==> src/rtl/param_stack_pkg.sv <==
// rtl/param_stack_pkg.sv - shared defaults and operation encoding for the parametrised LIFO stack
package param_stack_pkg;

  localparam int DEF_WIDTH = 4;
  localparam int DEF_DEPTH = 4;

  // Encoding is {push, pop}, so the request pair maps onto an op without a lookup.
  localparam logic [1:0] OP_NONE    = 2'b00;
  localparam logic [1:0] OP_POP     = 2'b01;
  localparam logic [1:0] OP_PUSH    = 2'b10;
  localparam logic [1:0] OP_REPLACE = 2'b11;

endpackage

==> src/rtl/param_stack_if.sv <==
// rtl/param_stack_if.sv - request/status bundle between a stack user and param_stack
interface param_stack_if
  import param_stack_pkg::*;
#(
  parameter int WIDTH = DEF_WIDTH,
  parameter int DEPTH = DEF_DEPTH,
  parameter int CNT_W = $clog2(DEPTH + 1)
);

  logic             en;
  logic             clear;
  logic             push;
  logic             pop;
  logic [WIDTH-1:0] data_in;
  logic [WIDTH-1:0] top;
  logic [WIDTH-1:0] pop_data;
  logic             pop_valid;
  logic [CNT_W-1:0] count;
  logic             full;
  logic             empty;
  logic             overflow;
  logic             underflow;

  modport master (
    output en, clear, push, pop, data_in,
    input  top, pop_data, pop_valid, count, full, empty, overflow, underflow
  );

  modport slave (
    input  en, clear, push, pop, data_in,
    output top, pop_data, pop_valid, count, full, empty, overflow, underflow
  );

endinterface

==> src/rtl/param_stack_mem.sv <==
// rtl/param_stack_mem.sv - DEPTH x WIDTH register array, one write port, async read of the top slot
module stack_mem #(
  parameter int WIDTH = 4,
  parameter int DEPTH = 4,
  localparam int AW   = $clog2(DEPTH)
) (
  input  logic             clk,
  input  logic             rst,
  input  logic             clr,
  input  logic             we,
  input  logic [AW-1:0]    waddr,
  input  logic [WIDTH-1:0] wdata,
  input  logic [AW-1:0]    raddr,
  output logic [WIDTH-1:0] rdata
);

  logic [WIDTH-1:0] mem [DEPTH];

  always_ff @(posedge clk or negedge rst) begin
    if (!rst) begin
      for (int i = 0; i < DEPTH; i++) mem[i] <= '0;
    end else if (clr) begin
      for (int i = 0; i < DEPTH; i++) mem[i] <= '0;
    end else if (we) begin
      mem[waddr] <= wdata;
    end
  end

  assign rdata = mem[raddr];

endmodule

==> src/rtl/param_stack.sv <==
// rtl/param_stack.sv - LIFO stack with push/pop/replace, top-of-stack view, count and sticky error flags
module param_stack
  import param_stack_pkg::*;
#(
  parameter int  WIDTH = DEF_WIDTH,
  parameter int  DEPTH = DEF_DEPTH,
  localparam int CNT_W = $clog2(DEPTH + 1),
  localparam int AW    = $clog2(DEPTH)
) (
  input  logic          clk,
  input  logic          rst,
  param_stack_if.slave  bus
);

  logic [CNT_W-1:0] count;
  logic [WIDTH-1:0] pop_data;
  logic             pop_valid;
  logic             overflow;
  logic             underflow;
  logic             full;
  logic             empty;
  logic [1:0]       op;
  logic [AW-1:0]    top_addr;
  logic [WIDTH-1:0] mem_top;
  logic             we;
  logic [AW-1:0]    waddr;
  logic [WIDTH-1:0] wdata;

  assign full     = (count == CNT_W'(DEPTH));
  assign empty    = (count == '0);
  assign op       = {bus.push, bus.pop};
  assign top_addr = AW'(count - CNT_W'(1));

  // Every memory write (push, zero-on-pop, replace) goes through the single port.
  always_comb begin
    we    = 1'b0;
    waddr = '0;
    wdata = '0;
    if (!bus.clear && bus.en) begin
      case (op)
        OP_PUSH: if (!full) begin
          we    = 1'b1;
          waddr = AW'(count);
          wdata = bus.data_in;
        end
        OP_POP: if (!empty) begin
          we    = 1'b1;
          waddr = top_addr;
        end
        OP_REPLACE: begin
          we    = 1'b1;
          waddr = empty ? '0 : top_addr;
          wdata = bus.data_in;
        end
        default: ;
      endcase
    end
  end

  always_ff @(posedge clk or negedge rst) begin
    if (!rst) begin
      count     <= '0;
      pop_data  <= '0;
      pop_valid <= 1'b0;
      overflow  <= 1'b0;
      underflow <= 1'b0;
    end else if (bus.clear) begin
      count     <= '0;
      pop_valid <= 1'b0;
      overflow  <= 1'b0;
      underflow <= 1'b0;
    end else if (!bus.en) begin
      pop_valid <= 1'b0;
    end else begin
      pop_valid <= 1'b0;
      case (op)
        OP_PUSH: begin
          if (full) overflow <= 1'b1;
          else      count    <= count + CNT_W'(1);
        end
        OP_POP: begin
          if (empty) begin
            underflow <= 1'b1;
          end else begin
            pop_data  <= mem_top;
            pop_valid <= 1'b1;
            count     <= count - CNT_W'(1);
          end
        end
        OP_REPLACE: begin
          // On an empty stack the push half still lands; only the pop half is refused.
          if (empty) begin
            underflow <= 1'b1;
            count     <= count + CNT_W'(1);
          end else begin
            pop_data  <= mem_top;
            pop_valid <= 1'b1;
          end
        end
        default: ;
      endcase
    end
  end

  stack_mem #(.WIDTH(WIDTH), .DEPTH(DEPTH)) u_mem (
    .clk   (clk),
    .rst   (rst),
    .clr   (bus.clear),
    .we    (we),
    .waddr (waddr),
    .wdata (wdata),
    .raddr (top_addr),
    .rdata (mem_top)
  );

  assign bus.top       = empty ? '0 : mem_top;
  assign bus.pop_data  = pop_data;
  assign bus.pop_valid = pop_valid;
  assign bus.count     = count;
  assign bus.full      = full;
  assign bus.empty     = empty;
  assign bus.overflow  = overflow;
  assign bus.underflow = underflow;

endmodule

==> src/flat_wrapper.sv <==
// flat-port wrapper written by rule: the top's interface ports become plain ports
module param_stack_flat import param_stack_pkg::*;
#(
  parameter int  WIDTH = DEF_WIDTH,
  parameter int  DEPTH = DEF_DEPTH,
  localparam int CNT_W = $clog2(DEPTH + 1),
  localparam int AW    = $clog2(DEPTH)
)
  (clk, rst, bus_en, bus_clear, bus_push, bus_pop, bus_data_in, bus_top, bus_pop_data, bus_pop_valid, bus_count, bus_full, bus_empty, bus_overflow, bus_underflow);
  param_stack_if #(.WIDTH(WIDTH), .DEPTH(DEPTH)) bus_i ();
  input  logic clk;
  input  logic rst;
  input wire logic [$bits(bus_i.en)-1:0] bus_en;
  input wire logic [$bits(bus_i.clear)-1:0] bus_clear;
  input wire logic [$bits(bus_i.push)-1:0] bus_push;
  input wire logic [$bits(bus_i.pop)-1:0] bus_pop;
  input wire logic [$bits(bus_i.data_in)-1:0] bus_data_in;
  output wire logic [$bits(bus_i.top)-1:0] bus_top;
  output wire logic [$bits(bus_i.pop_data)-1:0] bus_pop_data;
  output wire logic [$bits(bus_i.pop_valid)-1:0] bus_pop_valid;
  output wire logic [$bits(bus_i.count)-1:0] bus_count;
  output wire logic [$bits(bus_i.full)-1:0] bus_full;
  output wire logic [$bits(bus_i.empty)-1:0] bus_empty;
  output wire logic [$bits(bus_i.overflow)-1:0] bus_overflow;
  output wire logic [$bits(bus_i.underflow)-1:0] bus_underflow;
  assign bus_i.en = bus_en;
  assign bus_i.clear = bus_clear;
  assign bus_i.push = bus_push;
  assign bus_i.pop = bus_pop;
  assign bus_i.data_in = bus_data_in;
  assign bus_top = bus_i.top;
  assign bus_pop_data = bus_i.pop_data;
  assign bus_pop_valid = bus_i.pop_valid;
  assign bus_count = bus_i.count;
  assign bus_full = bus_i.full;
  assign bus_empty = bus_i.empty;
  assign bus_overflow = bus_i.overflow;
  assign bus_underflow = bus_i.underflow;
  param_stack #(.WIDTH(WIDTH), .DEPTH(DEPTH)) u_core (.clk(clk), .rst(rst), .bus(bus_i));
endmodule
==> config.mk <==
export PLATFORM = sky130hd
export DESIGN_NAME = param_stack_flat
export DESIGN_NICKNAME = d
export VERILOG_FILES = /design/src/rtl/param_stack_pkg.sv /design/src/rtl/param_stack_if.sv /design/src/rtl/param_stack_mem.sv /design/src/rtl/param_stack.sv /design/src/flat_wrapper.sv
export SDC_FILE = /design/constraint.sdc
export NUM_CORES = 1
export LEC_CHECK = 0
export BUFFER_PORTS_ARGS = -buffer_cell sky130_fd_sc_hd__buf_2
export CAP_MARGIN = 40
export CELL_PAD_IN_SITES_DETAIL_PLACEMENT = 0
export CELL_PAD_IN_SITES_GLOBAL_PLACEMENT = 1
export CORE_MARGIN = 10
export CORE_UTILIZATION = 36
export DETAILED_ROUTE_END_ITERATION = 7
export HOLD_SLACK_MARGIN = 0.05
export PLACE_DENSITY = 0.68
export REMOVE_ABC_BUFFERS = 1
export SYNTH_ARGS = -nofsm -noshare
export SYNTH_HDL_FRONTEND = slang
export SYNTH_SLANG_ARGS = --single-unit
==> constraint.sdc <==
create_clock -name clk -period 5.3 [get_ports clk]
set_input_delay 0.53 -clock clk [delete_from_list [all_inputs] [get_ports clk]]
set_output_delay 0.53 -clock clk [all_outputs]
set_load 0.005 [all_outputs]
After elaboration in Yosys (flattened, before gate mapping)
Cells that the tools add are included.
{"block": "op_classes", "add_sub_neg": 2, "magnitude_cmp": 3, "bitwise": 4, "muxes": 37, "eq_ne": 7, "reduce_logical": 16}
{"op": "16-bit 2-to-1 mux", "n": 2}
{"op": "4-bit 2-to-1 mux", "n": 6}
{"op": "16-bit bitwise mux", "n": 1}
{"op": "3-bit 2-to-1 mux", "n": 5}
{"op": "1-bit 2-to-1 mux", "n": 14}
{"op": "2-bit nonzero test", "n": 6}
{"op": "3-bit case mux with 3 select lines", "n": 1}
{"op": "4-bit binary-select mux with 2-bit select", "n": 1}
{"op": "4-bit demux with 2-bit select", "n": 1}
{"op": "4-bit case mux with 2 select lines", "n": 1}
{"op": "3-bit greater-or-equal comparator (second input constant)", "n": 2}
{"op": "2-bit 2-to-1 mux", "n": 3}
{"op": "3-bit inequality test (second input constant)", "n": 2}
{"op": "2-bit NOT with 3-bit output", "n": 2}
{"op": "3-bit AND reduction", "n": 2}
{"op": "5-bit AND reduction", "n": 1}
{"op": "2-bit == test (second input constant)", "n": 2}
{"op": "2-bit case mux with 2 select lines", "n": 1}
{"op": "4-bit AND reduction", "n": 1}
{"op": "4-bit nonzero test", "n": 1}
{"op": "3-bit by 1-bit adder with 3-bit output (second input constant)", "n": 1}
{"op": "3-bit == test (second input constant)", "n": 1}
{"op": "3-bit zero test", "n": 1}
{"op": "3-bit by 1-bit less-than comparator with 1-bit output (second input constant)", "n": 1}
{"op": "8 further kinds", "n": 10}
{"block": "word_totals", "output_inout_bits": 16, "elab_cells": 78, "inputBits": 10, "regBits": 26}

Longest topological paths before layout
{"block": "depth", "depth_word": 12, "depth_mapped": 9, "ltp_nobuf": 7}

Hierarchy
From an unflattened synthesis, not the netlist that was laid out.
{"block": "hier_totals", "cells_unflattened": 135, "hier_area_um2": 1525.2}
{"module": "stack_mem", "area_per_inst_um2": 822.0, "cells_per_inst": 64, "instances": 1, "seq_area_each_um2": 400.4}
{"module": "param_stack", "area_per_inst_um2": 703.2, "cells_per_inst": 71, "instances": 1, "seq_area_each_um2": 250.2}

Least setup slack after synthesis
No wires, ideal clock.
{"block": "synth_path", "path_kind": "register to register", "start": "register u_core.count[0] (netlist: u_core.bus.count[0])", "end": "register u_core.count[2] (netlist: u_core.bus.count[2])", "arrival_time_ns": 2.068, "synth_period_minus_slack_ns": 2.196, "required_time_ns": 5.172, "stages_incl_launch_ff": 9, "path_buffers": 1, "setup_ns": 0.128, "setup_slack_ns": 3.104, "cell_sequence": "dfrtp_1 > buf_2 > inv_1 > ha_1 > nand2b_1 > inv_1 > or3_1 > a221oi_1 > mux2_1"}
{"block": "synth_between", "word_cells_on_any_way": 14, "cone_classes": "2 x add/sub; 4 x eq/ne; 6 x mux; 2 x reduce/logical"}
{"item": "start, declared", "line": "param_stack.sv:15", "source": "logic [CNT_W-1:0] count;"}
{"item": "start signal, assigned", "line": "param_stack.sv:79", "source": "else count <= count + CNT_W'(1);"}
{"item": "start signal, assigned", "line": "param_stack.sv:87", "source": "count <= count - CNT_W'(1);"}
{"item": "start signal, assigned", "line": "param_stack.sv:94", "source": "count <= count + CNT_W'(1);"}
{"item": "3-bit zero test (*)", "line": "param_stack.sv:30", "source": "assign empty = (count == '0);"}
{"item": "via bus_empty", "line": "flat_wrapper.sv:23", "source": "output wire logic [$bits(bus_i.empty)-1:0] bus_empty;"}
{"item": "3-bit by 2-bit inequality test with 1-bit output (no line) / 3-bit inequality test (equally long branches)"}
{"item": "5-bit AND reduction (no line) (*)"}
The timed path passes the listed nets; every way through them passes the cells marked *. The select of a mux whose other input is x is not followed.
A chain may end at the register's enable or synchronous reset.

Worst setup path in the final report
{"block": "layout_path", "start": "register u_core.count[0] (netlist: u_core.bus.count[0])", "end": "output port bus_top[3]"}
{"block": "layout_between", "elab_chain_len": 6, "word_cells_on_any_way": 7, "cone_classes": "1 x add/sub; 4 x mux; 1 x bitwise; 1 x reduce/logical"}
{"item": "3-bit by 1-bit subtractor with 3-bit output", "line": "param_stack.sv:32", "source": "assign top_addr = AW'(count - CNT_W'(1));"}
{"item": "2-bit NOT with 3-bit output (implied by the code)", "line": "param_stack_mem.sv:29", "source": "assign rdata = mem[raddr];"}
{"item": "4-bit binary-select mux with 2-bit select", "line": "param_stack_mem.sv:29"}
{"item": "4-bit 2-to-1 mux (implied by the code) (2 in series)", "line": "param_stack_mem.sv:29"}
{"item": "4-bit 2-to-1 mux (*)", "line": "param_stack.sv:116", "source": "assign bus.top = empty ? '0 : mem_top;"}
{"item": "end, declared", "line": "flat_wrapper.sv:18", "source": "output wire logic [$bits(bus_i.top)-1:0] bus_top;"}
Mark *: on every way between the ends. The rest lies on a longest branch, timed or not. The select of a mux whose other input is x is not followed.

==> results.tsv <==
stage	metric	value	unit
run_status	run_status	complete, no violations	
logic_synthesis	yosysUniqueCellTypes	42	
logic_synthesis	synth_flop_cell	dfrtp_1	
logic_synthesis	synthCells	138	
pwr	p_per_area	267	nW/um2
placed_design	io_buffers	25	
clock_tree	holdBufCountCts	0	
logic_synthesis	yosysWarnings	0	
clock_tree	clk_pin_slew	90	ps
clock_tree	cts_tree	built	
clock_tree	cts-root-buf	clkbuf_8	
logic_synthesis	synth_most_common_cell	dfrtp_1	
setup_path	path_buf_inv	2	
floorplan	io_pins	26	
hold_path	hold_path.class	in -> async	
global_routing	grt_overflow	0	
floorplan	start_util	37.9	%
sta	setup_violations	0	
logic_synthesis	synth-edff-count	0	
route	drt-total-wl	3740	um
sta	finalHoldViolCount	0	
layout	finalNetCount	173	
route	dr.pass1.iters	4	
route	routed-via-count	1142	
logic_synthesis	synthTopCellsByArea	dfrtp_1 (42%), mux2i_1 (7.8%), mux4_2 (5.9%)	
setup_path	crit_path_max_incr_delay	640	ps
setup_path	end_kind	primary output	
sta	worst_clock_skew	1.67	ps
route	first_iter_violations	111	
sta	finalCriticalPeriod	2780	ps
clock_tree	postCtsSetupBuffers	0	
placed_design	globalplace.congestion	0.814	
clock_tree	clk_path_buf_depth	2	
logic_synthesis	synth_area	1540	um2
pwr	ir_drop	0.0927	mV
sta	rsz0062_at_grt	no	
logic_synthesis	synth_top_cell_by_area	dfrtp_1	
setup_path	critPathKind	reg -> out	
logic_synthesis	synth_area_per_cell	11.1	um2
clock_tree	cts_buffers	3	
global_routing	grt_pass1_vias	1217	
global_routing	grt_first_pass_wirelength	6420	um
global_routing	grt_max_degree	27	
clock_tree	cts.sinks	26	
sta	max_freq	360	MHz
sta	worst_pin_slew	602	ps
floorplan	fp.coreArea	4060	um2
sta	final_max_slew_viol_count	0	
placed_design	hpwl	2810	um
setup_path	crit_family	flip-flops	
logic_synthesis	synth_top_cell_area_share	42.3	%
logic_synthesis	ys_top_cells_by_count	dfrtp_1 (26), nand2b_1 (14), mux2i_1 (12)	
logic_synthesis	synth_seq_area_share	42.3	%
global_routing	gr-usage-all-layers	10.6	%
route	drc	0	
setup_path	required	4770	ps
route	postRouteAntennaNets	0	
setup_path	slowest_stage	dfrtp_1	
sta	whs	261	ps
route	viasPerCell	5.46	
layout	antenna_cells	0	
job	drv_cap	0	
clock_tree	post_cts_resized	0	
layout	area_growth	12.6	%
sta	finalCritPeriodShare	52.4	%
floorplan	fp.dieH	85.4	um
sta	relSlewSlack	59.8	%
floorplan	design.die.area	7290	um2
logic_synthesis	synth-seq-cells	26	
route	routedWlPerCell	17.9	um
global_routing	antenna_found_initial	0	
clock_tree	clock_latency	270	ps
pwr	leakagePower	0.841	nW
floorplan	fp.dieW	85.4	um
setup_path	critPathMaxFanout	10	
setup_path	crit_chain	inv_1 > ha_1 > mux4_2 > and2_1 > buf_2	
clock_tree	cts_max_level	1	
sta	setup_tns	0	ps
setup_path	arrival	2250	ps
logic_synthesis	async_flop_share	100	%
floorplan	rows	23	
layout	drive_gt1_share	27.7	%
setup_path	start_kind	flip-flop	
-- routing by layer --
| layer | global-route usage [%] | wire length (um) | part of all wire [%] | vias up |
|---|---|---|---|---|
| li1 | - | - | - | 550 |
| met1 | 13.6 | 1800 | 48 | 559 |
| met2 | 16.8 | 1720 | 46 | 29 |
| met3 | 3.25 | 187 | 5.0 | 4 |
| met4 | 2.25 | 33 | 0.88 | 0 |
| met5 | 0 | 0 | 0 | - |
-- sequential cells by signal, indices dropped and copies added, names as in the netlist --
| signal | count |
|---|---|
| u_core.bus.underflow | 1 |
| u_core.bus.count | 3 |
| u_core.bus.pop_valid | 1 |
| u_core.u_mem.mem | 16 |
| u_core.bus.overflow | 1 |
| u_core.bus.pop_data | 4 |
-- through the flow --
| stage | instance area [um2] | cells | util [%] | setup slack (ps) | power (mW) |
|---|---|---|---|---|---|
| floorplan | 1490 | 130 | - | 2880 | 0.297 |
| global placement | 1680 | 205 | 41.3 | 2690 | 0.339 |
| detailed placement | 1680 | 205 | 41.3 | 2560 | 0.341 |
| CTS | 1730 | 209 | 42.7 | 2500 | 0.469 |
| global route | 1730 | 209 | 42.7 | 2350 | 0.492 |
| finish | 1730 | 209 | 42.7 | 2520 | 0.463 |
-- cell type report --
class / instances / area, um2
Sequential cell: 26 / 651
Inverter: 6 / 22.5
Tap cell: 50 / 62.6
Multi-Input combinational cell: 98 / 816
Timing Repair Buffer: 25 / 125
Fill cell: 406 / 2330
Clock buffer: 4 / 55.1
-- cells in the final DEF, fill, tap and decap left out, types with 2 or more instances in the layout --
cell type and count:
o211ai_1 5, nor2b_1 3, inv_1 6, clkbuf_8 4
buf_2 25, o311ai_0 4, mux4_2 4, a211oi_1 2
mux2i_1 12, a31oi_1 3, nand3b_1 7, nand2_1 5
dfrtp_1 26, and2_1 4, ha_1 3, mux2_2 4
nand2b_1 14, nor2_1 5
-- power by group --
part | switching (mW) | internal, mW
Combinational | 0.0699 | 0.0481
Sequential | 0.0117 | 0.207
Clock | 0.0599 | 0.0663
-- cells by family after synthesis --
kind of cell	synth area share (%)
adders and majority gates	2.44
DFF	42.3
xor gates and xnor gates	0.570
muxes	17.3
AOI/OAI and AO/OA	14.1
and+or+nand+nor	18.6
buffers and inverters	4.64
-- worst paths after layout --
check	start	to	slack (ps)	cells after the start
min	rst	u_core.u_mem.mem[0]	260	1
max reg2reg	u_core.bus.count[0]	u_core.bus.count[2]	2580	7
max	u_core.bus.count[0]	bus_top[3]	2520	5
min in group clk	u_core.bus.pop_data[1]	u_core.bus.pop_data[1]	510	1
max in group asynchronous	rst	u_core.u_mem.mem[5]	4650	1
min reg2reg	u_core.bus.pop_data[1]	u_core.bus.pop_data[1]	510	1
(Power assumes the default switching activity.)
